===== src/rtl/spike_aer_encoder.sv =====
// Spike-vector to address-event encoder: snapshots the spike vector on each tick,
// serialises the set bits into {index, timestamp} words and buffers them in a show-ahead FIFO.
module spike_aer_encoder #(
    parameter int Nn    = 4,
    parameter int IDX_W = 2,
    parameter int TS_W  = 8,
    parameter int DEPTH = 8
) (
    input  logic                     clk,
    input  logic                     reset,
    input  logic                     enable,
    input  logic                     tick,
    input  logic [Nn-1:0]            spikearray,
    input  logic                     clear_flags,
    output logic                     aer_valid,
    output logic [IDX_W+TS_W-1:0]    aer_data,
    input  logic                     aer_ready,
    output logic [$clog2(DEPTH):0]   fifo_count,
    output logic                     overflow,
    output logic                     tick_miss,
    output logic [7:0]               drop_count
);

    localparam int AW = $clog2(DEPTH);
    localparam int CW = AW + 1;
    localparam int EW = IDX_W + TS_W;

    typedef enum logic {IDLE, SCAN} state_t;

    state_t             state, state_nxt;
    logic [IDX_W-1:0]   idx, idx_nxt;
    logic [Nn-1:0]      snap;
    logic [TS_W-1:0]    frame_ts;
    logic [TS_W-1:0]    ts;
    logic               start;
    logic               push_req;

    logic [EW-1:0]      mem [DEPTH];
    logic [AW-1:0]      wr_ptr, rd_ptr;
    logic [CW-1:0]      count;
    logic               full, pop, push_ok, drop;

    // NOTE: every output of a combinational block gets a default first, so no path leaves it unassigned and no latch is inferred.
    always_comb begin
        state_nxt = state;
        idx_nxt   = idx;
        start     = 1'b0;
        push_req  = 1'b0;
        case (state)
            IDLE: begin
                if (tick && enable) begin
                    start     = 1'b1;
                    state_nxt = SCAN;
                    idx_nxt   = '0;
                end
            end
            SCAN: begin
                // Disabling mid-frame abandons the rest of the snapshot without pushing.
                if (!enable) begin
                    state_nxt = IDLE;
                end else begin
                    push_req = snap[idx];
                    if (idx == IDX_W'(Nn - 1)) state_nxt = IDLE;
                    else                       idx_nxt   = idx + IDX_W'(1);
                end
            end
            default: state_nxt = IDLE;
        endcase
    end

    // NOTE: sequential state uses non-blocking assignments so every register samples pre-edge values.
    always_ff @(posedge clk or negedge reset) begin
        if (!reset) begin
            state    <= IDLE;
            idx      <= '0;
            snap     <= '0;
            frame_ts <= '0;
            ts       <= '0;
        end else begin
            state <= state_nxt;
            idx   <= idx_nxt;
            if (start) begin
                snap     <= spikearray;
                frame_ts <= ts;
            end
            if (tick && enable) ts <= ts + TS_W'(1);
        end
    end

    assign full    = (count == CW'(DEPTH));
    assign pop     = (count != '0) && aer_ready;
    assign push_ok = push_req && (!full || pop);
    assign drop    = push_req && full && !pop;

    // NOTE: the event storage is deliberately not reset; occupancy and pointers alone define what is valid.
    always_ff @(posedge clk) begin
        if (push_ok) mem[wr_ptr] <= {idx, frame_ts};
    end

    always_ff @(posedge clk or negedge reset) begin
        if (!reset) begin
            wr_ptr <= '0;
            rd_ptr <= '0;
            count  <= '0;
        end else begin
            if (push_ok) wr_ptr <= wr_ptr + AW'(1);
            if (pop)     rd_ptr <= rd_ptr + AW'(1);
            case ({push_ok, pop})
                2'b10:   count <= count + CW'(1);
                2'b01:   count <= count - CW'(1);
                default: count <= count;
            endcase
        end
    end

    // Set events take priority over a simultaneous clear.
    always_ff @(posedge clk or negedge reset) begin
        if (!reset) begin
            overflow   <= 1'b0;
            tick_miss  <= 1'b0;
            drop_count <= '0;
        end else begin
            if (drop)             overflow <= 1'b1;
            else if (clear_flags) overflow <= 1'b0;

            if (tick && enable && state == SCAN) tick_miss <= 1'b1;
            else if (clear_flags)                tick_miss <= 1'b0;

            if (drop) begin
                if (clear_flags)                drop_count <= 8'd1;
                else if (drop_count != 8'hFF)   drop_count <= drop_count + 8'd1;
            end else if (clear_flags) begin
                drop_count <= '0;
            end
        end
    end

    assign aer_valid  = (count != '0);
    assign aer_data   = aer_valid ? mem[rd_ptr] : '0;
    assign fifo_count = count;

endmodule

===== config.mk =====
export PLATFORM = sky130hd
export DESIGN_NAME = spike_aer_encoder
export DESIGN_NICKNAME = d
export VERILOG_FILES = /design/src/rtl/spike_aer_encoder.sv
export SDC_FILE = /design/constraint.sdc
export NUM_CORES = 1
export LEC_CHECK = 0
export ABC_AREA = 1
export CORE_MARGIN = 10
export CORE_UTILIZATION = 63
export DETAILED_ROUTE_END_ITERATION = 10
export GPL_ROUTABILITY_DRIVEN = 0
export PLACE_DENSITY_LB_ADDON = 0.3
export REMOVE_ABC_BUFFERS = 1
export SLEW_MARGIN = 25
export SYNTH_ARGS = -nofsm -noshare
export SYNTH_HDL_FRONTEND = slang
export SYNTH_SLANG_ARGS = --single-unit
export TNS_END_PERCENT = 30

===== constraint.sdc =====
create_clock -name clk -period 6.2 [get_ports clk]
set_clock_uncertainty 0.2 [all_clocks]
set_input_delay 1.24 -clock clk [delete_from_list [all_inputs] [get_ports clk]]
set_output_delay 1.24 -clock clk [all_outputs]
set_load 0.03 [all_outputs]

* After elaboration in Yosys (flattened, before gate mapping)
Memories as Yosys holds them, arrays and structs flattened.
Index checks and enable logic that the tools add are counted.
** Storage, ports and cells
- Bits in registers :: 43
- Bits in latches :: 0
- RAM bits :: 80
- Memory bits (read-only) :: 0
- Bits of input ports :: 10
- Output and inout port bits :: 25
- Logic and storage cells :: 69
- Memories :: 1
** Operators by class
- Add/sub/neg operators :: 7
- $mul :: 0
- Div/mod/pow operators :: 0
- Magnitude comparators :: 1
- Equality and inequality tests :: 8
- Shift operators :: 0
- Muxes and demuxes :: 24
- Bitwise logic cells :: 1
- Reductions and logical operators :: 16
** Memories
- mem :: words 8, width 10, rd ports 1, clocked after memory_dff 0, wr ports 1, line 38 : logic [EW-1:0] mem [DEPTH];
** Operators with widths (number)
- $mux 8 :: 4
- $add 8x1->8 const B :: 2
- $mux 1 :: 12
- $mux 10 :: 1
- $ne 8x8->1 const B :: 1
- $pmux 4 s2 :: 1
- $reduce_bool 2->1 :: 4
- $add 3x1->3 const B :: 2
- $logic_and 1x1->1 :: 6
- $mux 2 :: 3
- $ne 2x2->1 const B :: 3
- $add 4x1->4 const B :: 1
- $eq 2x2->1 const B :: 2
- $eq 4x4->1 const B :: 1
- $pmux 2 s2 :: 1
- $reduce_bool 4->1 :: 1
- $sub 4x1->4 const B :: 1
- $lt 2x3->1 const B :: 1
- $reduce_and 3->1 :: 1
- $add 2x1->2 const B :: 1
- $bmux 1 s2 :: 1
- $eq 2x1->1 const B :: 1
- $logic_not 1->1 :: 2
- $pmux 1 s2 :: 1
- 3 further kinds :: 3

* Longest topological paths before layout
Gate-level depths: netlist (run 1).
- Depth in word-level cells :: 8
- Depth in mapped cells :: 17
- Mapped depth without buffers :: 17

* Least setup slack after synthesis (run 1)
Ideal clock, no wire load.
- Kind :: reg-to-output
- Start :: register count[2] (netlist: fifo_count[2])
- End :: output aer_data[0]
- Arrival :: 1910 ps
- Path slack :: 2850 ps
- Cell stages (with the launch flop) :: 6
- Path through :: dfrtp_1 -> inv_1 -> nand3_2 -> clkbuf_1 -> o21ai_0 -> a31oi_1
** Between the ends
- Word-level cells in the longest chain between the ends :: 2
** RTL lines
- start, declared :: line 40 : logic [CW-1:0] count;
- start signal, assigned :: line 109 : 2'b10: count <= count + CW'(1);
- start signal, assigned :: line 110 : 2'b01: count <= count - CW'(1);
- start signal, assigned :: line 111 : default: count <= count;
- $reduce_bool 4->1 :: line 138 : assign aer_valid = (count != '0);
- named net aer_valid :: line 15 : output logic aer_valid,
- $mux 10 :: line 139 : assign aer_data = aer_valid ? mem[rd_ptr] : '0;
- end, declared :: line 16 : output logic [IDX_W+TS_W-1:0] aer_data,
The timed path passes the listed nets, and every way through them passes these cells.

* Final worst setup path (run 1)
- Start :: register rd_ptr[1]
- End :: output aer_data[5]
** Between the ends
- Word-level cells in the longest chain between the ends :: 2
** RTL lines
- start, declared :: line 39 : logic [AW-1:0] wr_ptr, rd_ptr;
- start signal, assigned :: line 107 : if (pop) rd_ptr <= rd_ptr + AW'(1);
- $mem_v2 8x10
- $mux 10 :: line 139
No other way between the ends.

==> qor.txt, run 1 <==
Outcome: finished, final reports clean
Initial antenna violation count: 0
Worst min-delay path class: reg -> reg
Max Transition Viols Final: 0
WHS: 0.291 ns
Number of distinct library cells after synthesis: 34
Hold_buf cts: 0
Initial Util: 64.4%
Mapped cell area: 5300 µm²
Number of remaining DRC errors: 0
Antenna Nets Post-Route: 0
Pre-CTS setup slack: 2.06 ns
Clk_lat worst skew: 0.51 ns
Reg-to-reg setup timing slack: 3.21 ns
Cell chain of the critical path: inv_1 -> nor2_1 -> o21ai_0 -> a31oi_1 -> clkdlybuf4s50_1
FF-to-FF End: fifo_count[3]$_DFFE_PN0P_
RSZ-0062 raised after global routing: false
Core ar.: 8220 µm²
Die area: 12,500 µm²
CTS root buffer: clkbuf_8
Reg2Reg Depth: 15
Yosys reg bits: 123
Post-route cell area: 6270 µm²
Number of synthesized flops with an enable pin: 80
Drt pass-1 iters: 6
Layout area overhead: 18.4%
Reg2reg start: fifo_count[1]$_DFFE_PN0P_
Syn Inst Count: 491
Final Core Density: 76.3%
Post-synth ARST share: 35.0%
DP Wirelength: 6750 µm
CTS buffer count: 17
Non-filler cells in the finished layout: 646
Ports: 35
Worst VDD drop: 0.287 mV
Overall Power: 3.15 mW
Worst setup margin: 1.49 ns
Wire length per cell: 17.9 µm
Count leader, synth: nor2_1
Worst-path fanout max: 32
Filler instances: 500
Number of global-route vias before repair: 3,646
Post-CTS sizing: 0
I/O Buffers: 34
Setup_tns: 0 ns
H-tree depth: 4
Crit path kind: reg -> out
Nature of the critical path endpoint: output pin
Worst Path Arrival: 3.27 ns
Power Density: 502 nW/µm²
Via count: 3,685
# setup viols final: 0
Drt via density: 5.70
Startpoint types: flop
Sequential area share after synthesis: 65.7%
Max-Cap Viols: 0
Top post-synthesis cells by count: nor2_1 (88), edfxtp_1 (80), nand2_1 (66)
Die H: 112 µm
Crit share post-route: 76.0%
Endpoints failing hold: 0
Final #Nets: 546
HP Start: ts[6]$_DFFE_PN0P_
TritonCTS clock tree: done
Post-synth top area share: 45.4%
Yosys warns: 0
Syn Area/Cell: 10.8 µm²
Layout cells sized above 1: 9.61%
Largest cells by area after synthesis: edfxtp_1 (45%), dfrtp_1 (20%), nor2_1 (6.2%)
CTS Sinks: 123
DP Area: 5710 µm²
Rel. slew slack: 32.7%
P_leak: 2.48 nW
Worst Hold Depth: 1
Post-CTS setup repair buffer count: 0
Largest net degree at the start of global routing: 44
Tot GR Track Use: 18.5%
N_diodes: 0
Starting DRT DRC Count: 292
Worst-margin pin slew: 1.01 ns
Slowest stage cell, crit path: dfrtp_1
Maximum clock rate: 212 MHz
Clock transition at path regs: 0.06 ns
WL final: 11,500 µm
Area leader, netlist: edfxtp_1
Period minus WS final: 4.71 ns
Worst EP required: 4.76 ns
Hold Path Sink: ts[6]$_DFFE_PN0P_
Ys flop type: edfxtp_1
Global-route wire length before repair: 18,400 µm
Clk buf depth: 2
Placed Cells: 614
FP Rows: 33
Die X: 112 µm
GRT overflow: 0
Crit-path max cell delay: 0.98 ns
## final cells by class
type / count / area, µm² / area share [%]
inverters: 39 / 151 / 2.41
well taps: 105 / 131 / 2.10
clock inverters: 10 / 125 / 2.00
multi-input cells: 311 / 1600 / 25.5
clock buffers: 22 / 433 / 6.90
flip-flops and latches: 123 / 3480 / 55.5
repair buffers: 36 / 353 / 5.63
## kinds of logic after synthesis
kind of cell | share of synthesized area (%)
flip-flops | 65.7
adder cells (fa/ha/maj) | 2.03
XOR/XNOR | 1.98
multiplexers | 0.213
AO/OA/AOI/OAI | 9.38
buffers and inverters | 4.23
AND/OR/NAND/NOR | 16.5
## worst max path at each step
| stage | from | endpoint | cells past startpoint |
|---|---|---|---|
| finish | rd_ptr[1]$_DFFE_PN0P_ | aer_data[5] | 5 |
| global route | rd_ptr[1]$_DFFE_PN0P_ | aer_data[5] | 5 |
| CTS | rd_ptr[0]$_DFFE_PN0P_ | aer_data[9] | 7 |
| detailed placement | rd_ptr[0]$_DFFE_PN0P_ | aer_data[9] | 7 |
| global placement | rd_ptr[0]$_DFFE_PN0P_ | aer_data[9] | 7 |
| floorplan | rd_ptr[0]$_DFFE_PN0P_ | aer_data[9] | 5 |
## cells in the final DEF, fill, tap and decap left out, drive strengths merged, types with 2 or more instances in the layout
| cell | synthesis | layout |
|---|---|---|
| bufinv | 0 | 3 |
| inv | 38 | 38 |
| nand2 | 70 | 70 |
| ha | 7 | 7 |
| nor2 | 95 | 95 |
| a31oi | 11 | 11 |
| xor2 | 11 | 11 |
| dfrtp | 43 | 43 |
| clkbuf | 10 | 22 |
| clkdlybuf4s50 | 0 | 33 |
| nor3 | 3 | 3 |
| clkinv | 1 | 7 |
| nand3 | 22 | 22 |
| buf | 8 | 3 |
| nand4 | 2 | 2 |
| edfxtp | 80 | 80 |
| or2 | 2 | 2 |
| o21ai | 81 | 81 |
## layer usage
layer / vias to the layer above / global-route usage, % / share of wire, %
li1: 1744 / - / -
met1: 1784 / 21.0 / 40
met2: 137 / 31.7 / 51
met3: 20 / 5.74 / 6.2
met4: 0 / 7.71 / 2.2
met5: - / 0 / 0
## state kept, by name, summed over array words and instances (netlist names)
register    count
drop_count      8
fifo_count      4
frame_ts        8
idx             2
mem            80
overflow        1
rd_ptr          3
snap            4
state           1
tick_miss       1
ts              8
wr_ptr          3
## critical path: cells and delay by family (launching register included)
kind | cells | cell delay [ns]
buffers and inverters | 2 | 1.17
AOI/OAI and AO/OA | 2 | 0.35
and+or+nand+nor | 1 | 0.24
DFF | 1 | 0.98
## report_power, final
part           switching (mW)  internal, mW  leakage (nW)  total, mW
Clock                   0.331         0.606         0.272      0.936
Sequential              0.176          1.04          1.27       1.22
Combinational           0.634         0.359         0.930      0.993
(Power assumes the default switching activity.)
==> run 2: changes to the inputs <==
Settings changed: CORE_UTILIZATION 63 to 59.
Clock period 6.2 ns to 4.5 ns, I/O delays scaled along.
==> qor.txt, run 2 (same netlist as run 1, synthesis figures left out) <==
Startpoint types: flop
Reg-to-reg setup timing slack: 1.65 ns (-1.56 ns)
Number of global-route vias before repair: 3,677 (+0.85%)
Hold_buf cts: 0 (unchanged)
DP Wirelength: 7020 µm (+4.1%)
Number of remaining DRC errors: 0 (unchanged)
Endpoints failing hold: 0 (unchanged)
Outcome: finished, final reports clean
TritonCTS clock tree: done
Maximum clock rate: 265 MHz
Worst setup margin: 0.733 ns (-0.757 ns)
Starting DRT DRC Count: 248 (-15%)
Drt pass-1 iters: 6 (unchanged)
Largest net degree at the start of global routing: 44 (unchanged)
Nature of the critical path endpoint: output pin
Via count: 3,644 (-1.1%)
Clk buf depth: 2 (unchanged)
Worst-margin pin slew: 0.743 ns (-0.262 ns)
Crit path kind: reg -> out
H-tree depth: 4 (unchanged)
Die area: 13,200 µm² (+5.5%)
Global-route wire length before repair: 18,200 µm (-1.1%)
Biggest register: mem
Power Density: 679 nW/µm² (+35%)
Layout area overhead: 18.9%
Die H: 115 µm (+2.7%)
I/O Buffers: 34 (unchanged)
N_diodes: 0 (unchanged)
Overall Power: 4.28 mW (+36%)
Ports: 35 (unchanged)
Antenna Nets Post-Route: 0 (unchanged)
Period minus WS final: 3.77 ns
Worst Path Arrival: 2.67 ns (-0.60 ns)
Die X: 115 µm (+2.7%)
FP Rows: 34 (+3.0%)
Reg2Reg Depth: 15 (unchanged)
Worst-path fanout max: 41 (+28%)
CTS buffer count: 17 (unchanged)
Initial antenna violation count: 0 (unchanged)
Commonest non-fill, non-tap cell in the layout: nor2_1
FF-to-FF End: fifo_count[3]$_DFFE_PN0P_
Core ar.: 8720 µm² (+6.1%)
# setup viols final: 0 (unchanged)
GRT overflow: 0 (unchanged)
RSZ-0062 raised after global routing: false
Setup_tns: 0 ns (unchanged)
WHS: 0.165 ns (-0.126 ns)
CTS Sinks: 123 (unchanged)
WL final: 11,000 µm (-4.3%)
P_leak: 2.49 nW (+0.58%)
Post-CTS setup repair buffer count: 0 (unchanged)
Non-filler cells in the finished layout: 654 (+1.2%)
Rel. slew slack: 50.4% (+18 points)
Number of flip-flops in the largest register: 80 (unchanged)
Clock transition at path regs: 0.06 ns (about the same)
Reg2reg start: fifo_count[1]$_DFFE_PN0P_
CTS root buffer: clkbuf_8
Max-Cap Viols: 0 (unchanged)
Final #Nets: 551 (+0.92%)
Pre-CTS setup slack: 1.23 ns (-0.832 ns)
Most frequent cells in the layout: nor2_1 (88), edfxtp_1 (80), nand2_1 (66)
Clk_lat worst skew: 0.52 ns (about the same)
Filler instances: 562 (+12%)
Worst VDD drop: 0.353 mV (+23%)
Layout cells sized above 1: 10.6% (+1.0 points)
Max Transition Viols Final: 0 (unchanged)
Wire length per cell: 16.9 µm (-5.5%)
Tot GR Track Use: 17.5% (-1.0 points)
Crit share post-route: 83.7%
Placed Cells: 622 (+1.3%)
Drt via density: 5.57 (-2.3%)
Worst min-delay path class: in -> async
Post-CTS sizing: 0 (unchanged)
Initial Util: 60.7% (-3.7 points)
Worst EP required: 3.40 ns (-1.36 ns)
## run 2: cell types whose count changed in the layout (fill, tap and decap cells not counted), sizes merged
cell / change
buf: +5
clkbuf: -3
clkinvlp: +3
bufinv: -1
inv: +1
## run 2: cell type report
type / instances / area (µm²) / share of cell area, %
clock inverter: 13 / 126 / 2.01
inverter: 39 / 151 / 2.40
sequential: 123 / 3480 / 55.2
multi-input combinational: 311 / 1590 / 25.3
clock buffer: 19 / 422 / 6.70
timing repair buffer: 41 / 390 / 6.20
tap: 108 / 135 / 2.15
## run 2: worst max path at each step
stage / depth (start not counted) / to / startpoint
4_1_cts: 8 / aer_data[1] / rd_ptr[0]$_DFFE_PN0P_
3_3_place_gp: 15 / fifo_count[3]$_DFFE_PN0P_ / enable
3_5_place_dp: 15 / fifo_count[3]$_DFFE_PN0P_ / enable
6_report: 6 / aer_data[0] / rd_ptr[0]$_DFFE_PN0P_
5_1_grt: 6 / aer_data[0] / rd_ptr[0]$_DFFE_PN0P_
2_1_floorplan: 5 / aer_data[9] / rd_ptr[0]$_DFFE_PN0P_
## run 2: power by group
part,switching (mW),internal (mW),leakage (nW)
Sequential,0.184,1.44,1.27
Combinational,0.903,0.499,0.957
Clock,0.475,0.779,0.259
## run 2: metal layers
| metal | routed length [µm] | GRT usage, % | vias to the layer above |
|---|---|---|---|
| met5 | 0 | 0 | - |
| met4 | 276 | 8.00 | 0 |
| met3 | 638 | 4.64 | 26 |
| met2 | 5540 | 28.4 | 124 |
| met1 | 4580 | 21.5 | 1736 |
| li1 | - | - | 1758 |
## run 2: per-stage QoR
step,cell area (µm²),util [%]
finish,6300,72.2
CTS,6290,72.2
detailed placement,5750,65.9
floorplan,5220,-
global route,6300,72.2
global placement,5750,65.9
## run 2: critical path: stages, from the launching register on
cell             delay (ns)
dfrtp_1                0.39
inv_2                  0.48
nor2_1                 0.10
o21ai_1                0.18
o21ai_0                0.12
a31oi_1                0.19
clkdlybuf4s50_1        0.70
==> run 3: changes to the inputs <==
Clock period 4.5 ns to 3.71 ns, I/O delays scaled along.
==> qor.txt, run 3 (same netlist as run 1, synthesis figures left out) <==
Outcome: finished, final reports clean
Tot GR Track Use: 18.7% (+1.2 points)
Die H: 115 µm (unchanged)
Critical path depth: 7 (+1)
Power Density: 822 nW/µm² (+21%)
I/O Buffers: 34 (unchanged)
Initial antenna violation count: 0 (unchanged)
Wire length per cell: 17.6 µm (+4.2%)
Largest net degree at the start of global routing: 44 (unchanged)
Via count: 3,674 (+0.82%)
Worst Path Arrival: 2.58 ns (-0.09 ns)
Antenna Nets Post-Route: 0 (unchanged)
GRT overflow: 0 (unchanged)
WL final: 11,600 µm (+4.8%)
# setup viols final: 0 (unchanged)
Clk buf depth: 2 (unchanged)
CTS root buffer: clkbuf_8
Number of remaining DRC errors: 0 (unchanged)
Initial Util: 60.7% (unchanged)
Drt pass-1 iters: 5 (-1)
Nature of the critical path endpoint: output pin
Biggest register: mem
FF-to-FF End: fifo_count[3]$_DFFE_PN0P_
Reg2Reg Depth: 15 (unchanged)
Worst setup margin: 0.187 ns (-0.546 ns)
DP Wirelength: 7170 µm (+2.0%)
Clk_lat worst skew: 0.51 ns (about the same)
Hold_buf cts: 0 (unchanged)
Cell chain of the critical path: clkinv_2 -> buf_4 -> o21ai_0 -> o21ai_1 -> o21ai_1 -> a31oi_1 -> clkdlybuf4s50_1
Die area: 13,200 µm² (unchanged)
Crit share post-route: 95.0%
Worst path bufs/invs: 3 (+1)
Max Transition Viols Final: 0 (unchanged)
H-tree depth: 4 (unchanged)
Drt via density: 5.58 (+0.21%)
P_leak: 2.53 nW (+1.5%)
Worst-margin pin slew: 0.684 ns (-0.0587 ns)
Layout area overhead: 19.4%
Setup crit end: aer_data[4]
Crit-path max cell delay: 0.64 ns (-0.06 ns)
Slowest stage cell, crit path: clkdlybuf4s50_1
Crit path kind: reg -> out
Endpoints failing hold: 0 (unchanged)
FP Rows: 34 (unchanged)
Worst VDD drop: 0.424 mV (+20%)
Number of flip-flops in the largest register: 80 (unchanged)
TritonCTS clock tree: done
Most frequent cells in the layout: nor2_1 (88), edfxtp_1 (80), nand2_1 (66)
Number of global-route vias before repair: 3,789 (+3.0%)
Starting DRT DRC Count: 272 (+9.7%)
Reg2reg start: fifo_count[1]$_DFFE_PN0P_
Period minus WS final: 3.52 ns
Maximum clock rate: 284 MHz
Reg-to-reg setup timing slack: 0.94 ns (-0.71 ns)
Rel. slew slack: 54.3% (+3.9 points)
CTS Sinks: 123 (unchanged)
Worst-path fanout max: 24 (-41%)
N_diodes: 0 (unchanged)
Setup_tns: 0 ns (unchanged)
Final #Nets: 555 (+0.73%)
Ports: 35 (unchanged)
Pre-CTS setup slack: 0.639 ns (-0.592 ns)
Layout cells sized above 1: 10.5% (-0.077 points)
Core ar.: 8720 µm² (unchanged)
Clock transition at path regs: 0.06 ns (about the same)
Worst min-delay path class: in -> async
Crit path max-delay family: buffers and inverters
Global-route wire length before repair: 19,300 µm (+5.9%)
Most used cell, CP: o21ai_1
Max-Cap Viols: 0 (unchanged)
Startpoint types: flop
Commonest non-fill, non-tap cell in the layout: nor2_1
Die X: 115 µm (unchanged)
CTS buffer count: 17 (unchanged)
Crit path from: rd_ptr[0]$_DFFE_PN0P_
Final Core Density: 72.5% (+0.27 points)
Overall Power: 5.19 mW (+21%)
RSZ-0062 raised after global routing: false
Worst EP required: 2.77 ns (-0.63 ns)
run 3: changes by cell type in the layout (fill, tap and decap cells not counted), sizes merged, moves of 2 or more:
cell	before	now
clkinv	7	11
buf	8	12
dlymetal6s2s	0	2
clkdlybuf4s50	33	31
inv	39	37
clkinvlp	4	1
run 3: what timing repair did:
action,4_1_cts,5_1_grt
gates resized for setup,0,5
setup endpoints to repair,0,6
buffers inserted,0,0
run 3: routing by layer:
layer | up-vias | share of wire, % | global-route usage [%]
met5 | - | 0 | 0
met4 | 0 | 1.5 | 7.92
met3 | 15 | 5.1 | 4.90
met2 | 102 | 51 | 31.3
met1 | 1796 | 42 | 22.6
li1 | 1761 | - | -
run 3: worst register-to-register path, stage by stage, from the launching register on:
cell and delay (ns):
dfrtp_1 0.43, nor2_2 0.17, nand3_2 0.31, nand2_4 0.22
clkinv_4 0.10, nand2_1 0.17, inv_1 0.09, ha_1 0.32
nand2_1 0.08, nand2_1 0.06, a31oi_1 0.20, nand2_1 0.10
nand2_1 0.08, nand2_1 0.05, nand2_1 0.05, inv_1 0.03
run 3: layout make-up:
type,instances,area [µm²]
clock buffers,20,425
clock inverters,12,105
inverters,39,153
fillers,593,2400
repair buffers,45,429
multi-input cells,311,1590
flip-flops and latches,123,3480
well taps,108,135
run 3: per-stage QoR:
stage               hold WS, ns  cells  area (µm²)
floorplan                 0.242    473        5220
global placement          0.256    626        5780
detailed placement        0.266    626        5780
CTS                       0.211    658        6310
global route             0.0460    658        6320
finish                   0.0133    658        6320
run 3: where the power goes:
group / leakage [nW] / internal [mW] / switching (mW) / total [mW]
clock network: 0.257 / 0.935 / 0.552 / 1.49
registers: 1.27 / 1.74 / 0.237 / 1.98
logic: 0.996 / 0.621 / 1.10 / 1.72
total: 2.53 / 3.30 / 1.89 / 5.19
run 3: how the worst min path moves through the flow:
stage,startpoint,end,slack (ns),cells after the start
after global routing,reset,drop_count[5]$_DFFE_PN0P_,0.05,1
after detailed placement,ts[6]$_DFFE_PN0P_,ts[6]$_DFFE_PN0P_,0.27,1
after global placement,ts[6]$_DFFE_PN0P_,ts[6]$_DFFE_PN0P_,0.26,1
after CTS,reset,fifo_count[1]$_DFFE_PN0P_,0.21,1
after floorplan,ts[6]$_DFFE_PN0P_,ts[6]$_DFFE_PN0P_,0.24,1
final,reset,fifo_count[2]$_DFFE_PN0P_,0.01,1
